## src/rtl/calib_pfd_offset_pkg.sv

```systemverilog
// Shared types for the PFD offset calibration sequencer: FSM states and
// the encoding used for a code step and for the last step direction.
package calib_pfd_offset_pkg;

  typedef enum logic [1:0] {
    IDLE   = 2'd0,
    SETTLE = 2'd1,
    EVAL   = 2'd2,
    DONE   = 2'd3
  } state_e;

  localparam logic [1:0] DIR_NONE = 2'd0;
  localparam logic [1:0] DIR_UP   = 2'd1;
  localparam logic [1:0] DIR_DN   = 2'd2;

endpackage

```

## src/rtl/calib_window_timer.sv

```systemverilog
// Free-running averaging-window timer: emits a one-cycle update strobe every
// 2**navg cycles and an eval strobe one cycle later, when avg_in is valid.
module calib_window_timer #(
  parameter int Nrange = 4
) (
  input  logic              clk,
  input  logic              rstb,
  input  logic [Nrange-1:0] i_navg,
  output logic              o_update,
  output logic              o_eval
);

  localparam int CW = 2**Nrange;

  logic [CW-1:0]     r_cnt;
  logic [Nrange-1:0] r_navg;
  logic              r_update;
  logic              r_eval;

  logic [Nrange-1:0] w_navg;
  logic [CW-1:0]     w_term;
  logic              w_wrap;

  // A count of zero marks a window start: the live navg is taken there and
  // held for the rest of the window, so mid-window changes wait for the wrap.
  assign w_navg = (r_cnt == '0) ? i_navg : r_navg;
  assign w_term = (CW'(1) << w_navg) - CW'(1);
  assign w_wrap = (r_cnt == w_term);

  always_ff @(posedge clk or negedge rstb) begin
    if (!rstb) begin
      r_cnt    <= '0;
      r_navg   <= '0;
      r_update <= 1'b0;
      r_eval   <= 1'b0;
    end else begin
      r_cnt    <= w_wrap ? '0 : r_cnt + CW'(1);
      r_navg   <= w_navg;
      r_update <= w_wrap;
      r_eval   <= r_update;
    end
  end

  assign o_update = r_update;
  assign o_eval   = r_eval;

endmodule

```

## src/rtl/calib_pfd_offset_seq.sv

```systemverilog
// PFD offset calibration sequencer: walks the offset code one LSB per
// measurement until the averaged error is zero, reverses, or saturates.
module calib_pfd_offset_seq
  import calib_pfd_offset_pkg::*;
#(
  parameter int Nadc    = 8,
  parameter int Nrange  = 4,
  parameter int Noff    = 8,
  parameter int Nsettle = 4
) (
  input  logic                   clk,
  input  logic                   rstb,
  input  logic                   en,
  input  logic [Nrange-1:0]      Navg,
  input  logic [Nsettle-1:0]     settle_win,
  input  logic                   pol,
  input  logic signed [Nadc-1:0] target,
  input  logic [Noff-1:0]        off_init,
  input  logic signed [Nadc-1:0] avg_in,
  output logic                   update,
  output logic [Noff-1:0]        offset_code,
  output logic                   busy,
  output logic                   done,
  output logic                   sat
);

  localparam logic [Noff-1:0] CODE_MAX = '1;

  state_e             r_state, w_state_next;
  logic [Noff-1:0]    r_code, w_code_next;
  logic               r_sat, w_sat_next;
  logic [1:0]         r_last_dir, w_last_dir_next;
  logic [Nsettle-1:0] r_discard, w_discard_next;

  logic               w_eval;
  logic [Nsettle-1:0] w_reload;
  logic [Nadc:0]      w_err;
  logic [1:0]         w_step;

  calib_window_timer #(
    .Nrange (Nrange)
  ) u_timer (
    .clk      (clk),
    .rstb     (rstb),
    .i_navg   (Navg),
    .o_update (update),
    .o_eval   (w_eval)
  );

  assign w_reload = (settle_win == '0) ? Nsettle'(1) : settle_win;

  // One extra bit keeps avg_in - target exact for every input pair.
  assign w_err = {avg_in[Nadc-1], avg_in} - {target[Nadc-1], target};

  // Negative error with pol=0 (or positive with pol=1) asks for a higher code.
  always_comb begin
    w_step = DIR_NONE;
    if (w_err != '0) begin
      w_step = (w_err[Nadc] ^ pol) ? DIR_UP : DIR_DN;
    end
  end

  always_ff @(posedge clk or negedge rstb) begin
    if (!rstb) begin
      r_state    <= IDLE;
      r_code     <= '0;
      r_sat      <= 1'b0;
      r_last_dir <= DIR_NONE;
      r_discard  <= '0;
    end else begin
      r_state    <= w_state_next;
      r_code     <= w_code_next;
      r_sat      <= w_sat_next;
      r_last_dir <= w_last_dir_next;
      r_discard  <= w_discard_next;
    end
  end

  always_comb begin
    w_state_next    = r_state;
    w_code_next     = r_code;
    w_sat_next      = r_sat;
    w_last_dir_next = r_last_dir;
    w_discard_next  = r_discard;
    busy            = 1'b0;
    done            = 1'b0;

    case (r_state)
      IDLE: begin
        if (en) begin
          w_code_next     = off_init;
          w_sat_next      = 1'b0;
          w_last_dir_next = DIR_NONE;
          w_discard_next  = w_reload;
          w_state_next    = SETTLE;
        end
      end
      SETTLE: begin
        busy = 1'b1;
        if (w_eval) begin
          if (r_discard <= Nsettle'(1)) begin
            w_discard_next = '0;
            w_state_next   = EVAL;
          end else begin
            w_discard_next = r_discard - Nsettle'(1);
          end
        end
      end
      EVAL: begin
        busy = 1'b1;
        if (w_eval) begin
          if (w_step == DIR_NONE) begin
            w_state_next = DONE;
          end else if ((r_last_dir != DIR_NONE) && (w_step != r_last_dir)) begin
            w_state_next = DONE;
          end else if (((r_code == '0) && (w_step == DIR_DN)) ||
                       ((r_code == CODE_MAX) && (w_step == DIR_UP))) begin
            w_sat_next   = 1'b1;
            w_state_next = DONE;
          end else begin
            w_code_next     = (w_step == DIR_UP) ? r_code + Noff'(1) : r_code - Noff'(1);
            w_last_dir_next = w_step;
            w_discard_next  = w_reload;
            w_state_next    = SETTLE;
          end
        end
      end
      DONE: begin
        done = 1'b1;
      end
      default: begin
        w_state_next = IDLE;
      end
    endcase

    // Abort freezes the code and saturation flag where they stand.
    if (!en) begin
      w_state_next    = IDLE;
      w_code_next     = r_code;
      w_sat_next      = r_sat;
      w_last_dir_next = r_last_dir;
      w_discard_next  = r_discard;
    end
  end

  assign offset_code = r_code;
  assign sat         = r_sat;

endmodule
```

## config.mk

```make
export PLATFORM = sky130hd
export DESIGN_NAME = calib_pfd_offset_seq
export DESIGN_NICKNAME = d
export VERILOG_FILES = /design/src/rtl/calib_pfd_offset_pkg.sv /design/src/rtl/calib_window_timer.sv /design/src/rtl/calib_pfd_offset_seq.sv
export SDC_FILE = /design/constraint.sdc
export NUM_CORES = 1
export LEC_CHECK = 0
export ABC_AREA = 1
export ABC_CLOCK_PERIOD_IN_PS = 2750
export BUFFER_PORTS_ARGS = -buffer_cell sky130_fd_sc_hd__buf_4
export CAP_MARGIN = 20
export CORE_MARGIN = 3
export CORE_UTILIZATION = 55
export CTS_BUF_LIST = sky130_fd_sc_hd__clkbuf_8
export CTS_CLUSTER_DIAMETER = 120
export CTS_CLUSTER_SIZE = 25
export DETAILED_ROUTE_END_ITERATION = 6
export MAX_ROUTING_LAYER = met4
export PLACE_DENSITY = 0.89
export SETUP_SLACK_MARGIN = 0.2
export SLEW_MARGIN = 0
export SYNTH_ARGS = -nofsm -noshare
export SYNTH_HDL_FRONTEND = slang
export SYNTH_SLANG_ARGS = --single-unit
```

## constraint.sdc

```tcl
create_clock -name clk -period 2.75 [get_ports clk]
set_input_delay 0.1375 -clock clk [delete_from_list [all_inputs] [get_ports clk]]
set_output_delay 0.1375 -clock clk [all_outputs]
set_load 0.03 [all_outputs]
```

Yosys cells after proc, flatten, opt, wreduce, memory -nomap -nowiden
Index checks and enable logic that the tools add are counted.

word-level totals
  output and inout bits = 12
  logic and storage cells = 92
  register bits = 39
  input port bits = 36

operators by class
  reduce and logical (&&, ||, !) cells = 18
  bitwise logic cells = 1
  shifts and indexed selects = 1
  equal/unequal tests = 18
  multiplexer cells = 38
  magnitude comparators = 1
  add/subtract/negate cells = 6

operators with widths
  operator               count
  $mux 8                 5
  $mux 4                 8
  $mux 2                 13
  $add 16x1->16 const B  1
  $eq 16x16->1           1
  $logic_not 16->1       1
  $mux 16                1
  $pmux 8 s2             1
  $shl 1x4->16 const A   1
  $sub 16x2->16 const B  1
  $pmux 4 s3             1
  $reduce_and 6->1       2
  $reduce_bool 9->1      1
  $sub 8x8->9            1
  $add 8x1->8 const B    1
  $eq 8x8->1 const B     1
  $logic_not 8->1        1
  $ne 2x2->1 const B     4
  $sub 8x1->8 const B    1
  $reduce_and 7->1       1
  $eq 2x2->1 const B     3
  $mux 1                 6
  $ne 3x2->1 const B     2
  $pmux 2 s3             1
  other kinds (18)       24

Logic depth before layout (Yosys ltp)
  word-level depth = 13
  mapped depth = 26

By module
A second synthesis with hierarchy kept.

unflattened totals
  cell total of the unflattened synthesis = 585
  area, all modules = 4078.9 um2

modules (own cells, without submodules)
  module                instances  cells an instance  area an instance (um2)
  calib_pfd_offset_seq  1          302                2062.0
  calib_window_timer    1          283                2016.9

Worst setup path after synthesis
No wires, ideal clock.

  path kind = input to register
  start point = input avg_in[0]
  end point = register r_code[6] (netlist: offset_code[6])
  path slack = -0.420 ns
  data required time = 2.685 ns
  arrival time = 3.104 ns
  setup time = 0.065 ns
  stages = 23
  cell sequence = inv_1 > ha_1 > fa_1 > inv_1 > nand3_1 > nand2_1 > nand3_1 > nand2_1 > nand2_1 > nand2_1 > xor2_1 > nand2_1 > ha_1 > a21oi_1 > inv_1 > a31oi_1 > o21ai_0 > a21oi_1 > xor2_1 > nand2_1 > nand2_1 > nand4_1 > nand2_1

between the ends
  cells in the longest elaborated chain, start to end = 11

ends and longest elaborated chain
  element               line                                                      source
  start, declared       calib_pfd_offset_seq.sv:19                                input logic signed [Nadc-1:0] avg_in,
  $sub 8x8->9 *         calib_pfd_offset_seq.sv:53                                assign w_err = {avg_in[Nadc-1], avg_in} - {target[Nadc-1], target};
  $xor 1x1->1           calib_pfd_offset_seq.sv:59                                w_step = (w_err[Nadc] ^ pol) ? DIR_UP : DIR_DN;
  $mux 2                calib_pfd_offset_seq.sv:59
  $mux 2 *              calib_pfd_offset_seq.sv:58                                if (w_err != '0) begin
  $eq 2x1->1            calib_pfd_offset_seq.sv:117, calib_pfd_offset_seq.sv:121
  $mux 8                calib_pfd_offset_seq.sv:121                               w_code_next = (w_step == DIR_UP) ? r_code + Noff'(1) : r_code - Noff'(1);
  $mux 8                calib_pfd_offset_seq.sv:116                               end else if (((r_code == '0) && (w_step == DIR_DN)) ||
  $mux 8                calib_pfd_offset_seq.sv:114                               end else if ((r_last_dir != DIR_NONE) && (w_step != r_last_dir)) begin
  $mux 8                calib_pfd_offset_seq.sv:112                               if (w_step == DIR_NONE) begin
  $mux 8                calib_pfd_offset_seq.sv:111                               if (w_eval) begin
  $pmux 8 s2            calib_pfd_offset_seq.sv:88                                case (r_state)
  end signal, assigned  calib_pfd_offset_seq.sv:72                                r_code <= w_code_next;
  end, declared         calib_pfd_offset_seq.sv:30                                logic [Noff-1:0] r_code, w_code_next;

Every way passes the cells marked *; elsewhere a longest branch is shown, timed or not. The select of a mux whose other input is x is not followed.
A chain may end at the register's enable or synchronous reset.

Final worst setup path
  start point = input target[3]
  end point = register r_code[7] (netlist: offset_code[7])

between the ends
  cells in the longest elaborated chain, start to end = 11

ends and longest elaborated chain
  element          line                                                      source
  start, declared  calib_pfd_offset_seq.sv:17                                input logic signed [Nadc-1:0] target,
  $sub 8x8->9 *    calib_pfd_offset_seq.sv:53
  $xor 1x1->1      calib_pfd_offset_seq.sv:59
  $mux 2           calib_pfd_offset_seq.sv:59
  $mux 2 *         calib_pfd_offset_seq.sv:58
  $eq 2x1->1       calib_pfd_offset_seq.sv:117, calib_pfd_offset_seq.sv:121
  $mux 8           calib_pfd_offset_seq.sv:121
  $mux 8           calib_pfd_offset_seq.sv:116
  $mux 8           calib_pfd_offset_seq.sv:114
  $mux 8           calib_pfd_offset_seq.sv:112
  $mux 8           calib_pfd_offset_seq.sv:111
  $pmux 8 s2       calib_pfd_offset_seq.sv:88

Marked as above.

==> reports/metrics.sh <==
HPWL_MM=8.55
GRT_FIRST_PASS_WIRELENGTH_MM=20.4
DETAIL_ROUTE.WL_PER_CELL_UM=20.3
INITIALDRTVIOLATIONCOUNT=726
CELL_TYPES_WITH_THE_LARGEST_AREA_SHARE_AFTER_SYNTHESIS='sky130_fd_sc_hd__dfrtp_1 26%, sky130_fd_sc_hd__nand2_1 18%, sky130_fd_sc_hd__inv_1 9.7%, sky130_fd_sc_hd__ha_1 7.7%, sky130_fd_sc_hd__nand3_1 7.7%'
AREA_FRACTION_IN_AND_OR_NAND_AND_NOR_CELLS_AFTER_SYNTHESIS_PCT=42.1
MIN-DELAY-PATH-CLASS='in2reg'
WORST_SKEW_PAIR.LATE_LATENCY_NS=0.32
SYNTHXORXNORAREAFRAC_PCT=5.65
DOMINANT_COMBINATIONAL_CELL_FAMILY_BY_AREA_AFTER_SYNTHESIS='simple AND/OR/NAND/NOR gates'
MOST-COMMON-LAYOUT-CELLS='154 x sky130_fd_sc_hd__nand2_1, 109 x sky130_fd_sc_hd__buf_4, 86 x sky130_fd_sc_hd__inv_1'
SHARE_COMB_OF_TOTAL_POWER_PCT=57.6
WORST-SLEW-PIN-TRANSITION_NS=0.641
SYNTH_EDF_COUNT=0
POSTPLACECELLAREA_MM2=0.00466
SYNTHDISTINCTLIBCELLS=34
PATH_CLK_SLEW_NS=0.10
FINAL-HOLD-VIOLATION-COUNT=0
CRIT_PATH_MAX_FANOUT=8
TIMING.FINAL.MAX_SLEW_VIOLATIONS=0
WORST-SETUP-PATH-TYPE='in2reg'
CTS_BUFFERS=5
TOTAL_LENGTH_OF_ROUTED_WIRES_MM=15.9
SYNTH_WARNINGS=0
CRITPATHARRIVALTIME_NS=3.47
SYNTH_ASYNC_SR_FLOP_SHARE_PCT=100
CTS_HTREE_LEVELS=2
TIMING.FINAL.CRIT_PERIOD_NS=3.20
SHARE_CLK_OF_TOTAL_POWER_PCT=17.6
DIE-WIDTH_UM=88.3
SETUP_WS_NS=-0.455
P_INT_W=0.00192
FINALNETCOUNT=766
CRITICAL_PATH.MOST_COMMON_CELL='sky130_fd_sc_hd__nand2_1'
GP_ROUTABILITY_CONGESTION=0.990
CLOCK-SKEW-FINAL_NS=0.0128
CLOCK-ROOT-BUFFER='sky130_fd_sc_hd__clkbuf_8'
SEQPWRFRAC_PCT=24.8
SEQ_AREA_FRAC_SYNTH_PCT=26.2
MAX-CLOCK-PATH-BUFFERS=2
SYNTH.AREA.MUX_SHARE_PCT=0
DRC=7
FAILED_CHECKS='design-rule violations, negative setup slack'
POWER_DENSITY_mW_PER_MM2=638
IRDROPWORSTVDD_uV=872
FINAL_MIN_PERIOD_OVER_CLOCK_PERIOD_PCT=117
START_UTIL_PCT=57.6
LAYOUT.CORE_UTILIZATION_PCT=84.3
UNREPAIRED_SETUP_ENDPOINTS_AFTER_GLOBAL_ROUTING='yes'
ROWS=29
MAX_FREQ_MHz=312
DESIGN.DIE.AREA_MM2=0.00779
GLOBAL_ROUTE.USAGE.TOTAL_PCT=34.4
CRITICAL_PATH_BUF_INV_COUNT=3
SWITCHING_SHARE_PCT=44.6
TIMING.MAX_SLEW.REL_SLACK_PCT=56.9
FIRST_GLOBAL_VIAS=4405
YOSYS.AREA.TOP_TYPE='sky130_fd_sc_hd__dfrtp_1'
GRT.OVERFLOW.TOTAL=0
SYNTH_AREA_MM2=0.00372
FINAL_LAYOUT_SIZE_SUFFIX_GT1_SHARE_PCT=32.9
ANTENNA_CELLS=0
FINAL_COMMON_CELL='sky130_fd_sc_hd__nand2_1'
NUMCLOCKSINKS=39
SYN-INSTANCE-COUNT=583
POSTROUTEANTENNANETS=0
POSTLAYOUTCELLAREA_MM2=0.00545
INITIAL_ANTENNA_VIOLATION_COUNT=0
P_SW_W=0.00155
DRT-PASS1-ITER-COUNT=7
DIE_H_UM=88.3
CTS_TREE='done'
MAXIMUM_NUMBER_OF_PINS_ON_ONE_NET_BEFORE_GLOBAL_ROUTE_REPAIR=40
IOPINCOUNT=48
FINALSETUPVIOLATIONS=22
SYNTH_TOP_FLOP_CELL='sky130_fd_sc_hd__dfrtp_1'
SYNTHDOMINANTCELLAREASHARE_PCT=26.2
CRITPATHMAXSTAGEDELAY_NS=0.39
VIAS_PER_CELL=6.42
SYNTH-COMPOUND-AREA-SHARE_PCT=5.88
CAP_VIOL_MAX_COUNT=0
SYNTHESIS.NETS=644
TIMING.CRITICAL_PATH.TO_TYPE='flop'
N_FILL_CELL=328
CORE-AREA_MM2=0.00646
SYNTH-SEQ-CELLS=39
RUN_STATUS='complete, but fails checks'
CP_DATA_REQUIRED_TIME_NS=3.01
VIAS=5027
TOTAL_LEAKAGE_POWER_nW=2.88
STARTPOINT_TYPE='input pin'
SYNTHESIS.AREA_PER_INSTANCE_UM2=6.38
SYNTH_ADDER_AREA_SHARE_PCT=8.81
CELLS_TRAVERSED_ALONG_THE_WORST_TIMING_PATH='buf_4 -> inv_1 -> ha_1 -> a21oi_2 -> nand2_4 -> nand2_1 -> nand4_1 -> nor2_1 -> nand2_1 -> nor2_4 -> nand2_4 -> nand2_8 -> ha_4 -> a21oi_2 -> nand2_2 -> nand4_1 -> o211ai_1 -> xor2_1 -> inv_1 -> nand3_1 -> nand3_1 -> nand2_1 -> nand4_1 -> nand2_1'
PORT_BUFFERS=47
CRITPATHSLOWESTCELL='sky130_fd_sc_hd__ha_1'
FLOW.AREA_GROWTH_FROM_SYNTHESIS_PCT=46.4
DOMINANT_DELAY_CONTRIBUTOR_BY_CELL_FAMILY_ON_THE_CRITICAL_PATH='simple AND/OR/NAND/NOR gates'
final timing paths:
check / from / to / slack [ns] / cells past startpoint
min in group asynchronous: rstb / u_timer.r_cnt[9] / 0.33 / 2
worst max register to register: u_timer.r_cnt[12] / u_timer.r_cnt[14] / -0.35 / 20
worst min register to register: u_timer.o_update / u_timer.o_eval / 0.48 / 0
worst min-delay path: en / r_state[0] / 0.10 / 3
max in group asynchronous: rstb / u_timer.r_navg[2] / 2.02 / 2
worst max-delay path: target[3] / offset_code[7] / -0.45 / 24
tightest hold or removal path: stages:
cell                      delay, ns
sky130_fd_sc_hd__buf_4         0.10
sky130_fd_sc_hd__nand3_1       0.07
sky130_fd_sc_hd__o21ai_0       0.06
power by group through the flow:
stage | Sequential, W | Clock, W | Combinational [W]
after floorplan | 0.000919 | 0 | 0.000864
after global placement | 0.000826 | 0 | 0.00139
after detailed placement | 0.000831 | 0 | 0.00145
after CTS | 0.000832 | 0.000585 | 0.00160
after global routing | 0.000870 | 0.000629 | 0.00212
final | 0.000861 | 0.000611 | 0.00200
timing repair:
action | 4_1_cts | 5_1_grt
gates resized for setup | 45 | 62
pin swaps | 25 | 35
hold buffers | 1 | 0
endpoints found under the hold margin | 39 | 0
cloned | 1 | 3
setup endpoints to repair | 23 | 31
buffers inserted | 6 | 10
final cells by class:
type | instances | area (um2) | share of cell area, %
Clock buffer | 5 | 68.8 | 1.26
Clock inverter | 3 | 63.8 | 1.17
Inverter | 97 | 372 | 6.82
Multi-Input combinational cell | 440 | 2870 | 52.7
Sequential cell | 39 | 976 | 17.9
Tap cell | 77 | 96.3 | 1.77
Timing Repair Buffer | 122 | 1000 | 18.4
metrics by stage:
stage / hold WS (ns) / setup TNS, ns / cells / setup WS [ns] / total power (W)
floorplan: -0.158 / -0.0994 / 583 / -0.0471 / 0.00178
global placement: 0.144 / -1.30 / 754 / -0.286 / 0.00221
detailed placement: 0.151 / -3.13 / 754 / -0.430 / 0.00228
CTS: 0.101 / -0.0121 / 770 / -0.00660 / 0.00301
global route: 0.106 / -8.05 / 783 / -0.499 / 0.00362
finish: 0.102 / -6.43 / 783 / -0.455 / 0.00347
state kept, by name, indices dropped and copies added, names as in the netlist:
register and flops:
u_timer.o_eval 1, u_timer.r_cnt 16, offset_code 8, r_last_dir 2
u_timer.o_update 1, r_discard 4, r_state 2, sat 1
u_timer.r_navg 4
synth_stat cells, drive strengths merged (3+ instances only):
cell type	count
buf	6
a31oi	3
clkbuf	3
nand3b	3
xor2	18
o21ai	14
nand3	60
nand4	27
nand2	188
inv	97
a21oi	15
ha	23
nor2	61
xnor2	6
o22ai	4
dfrtp	39
nor3	5
per-layer routing:
metal	vias up	wire, um	share of wire, %	global-route usage (%)
met2	483	7310	46	59.0
met5	-	0	0	-
met3	171	1750	11	4.75
met4	0	1380	8.7	15.2
li1	2107	-	-	-
met1	2266	5440	34	40.0
cell families after synthesis:
| family | count (synthesis) |
|---|---|
| xor+xnor | 24 |
| compound gates | 40 |
| flops | 39 |
| simple gates | 349 |
| buf+inv | 106 |
| fa+ha+maj | 25 |
Note: power is estimated with default switching activity, not from simulation.
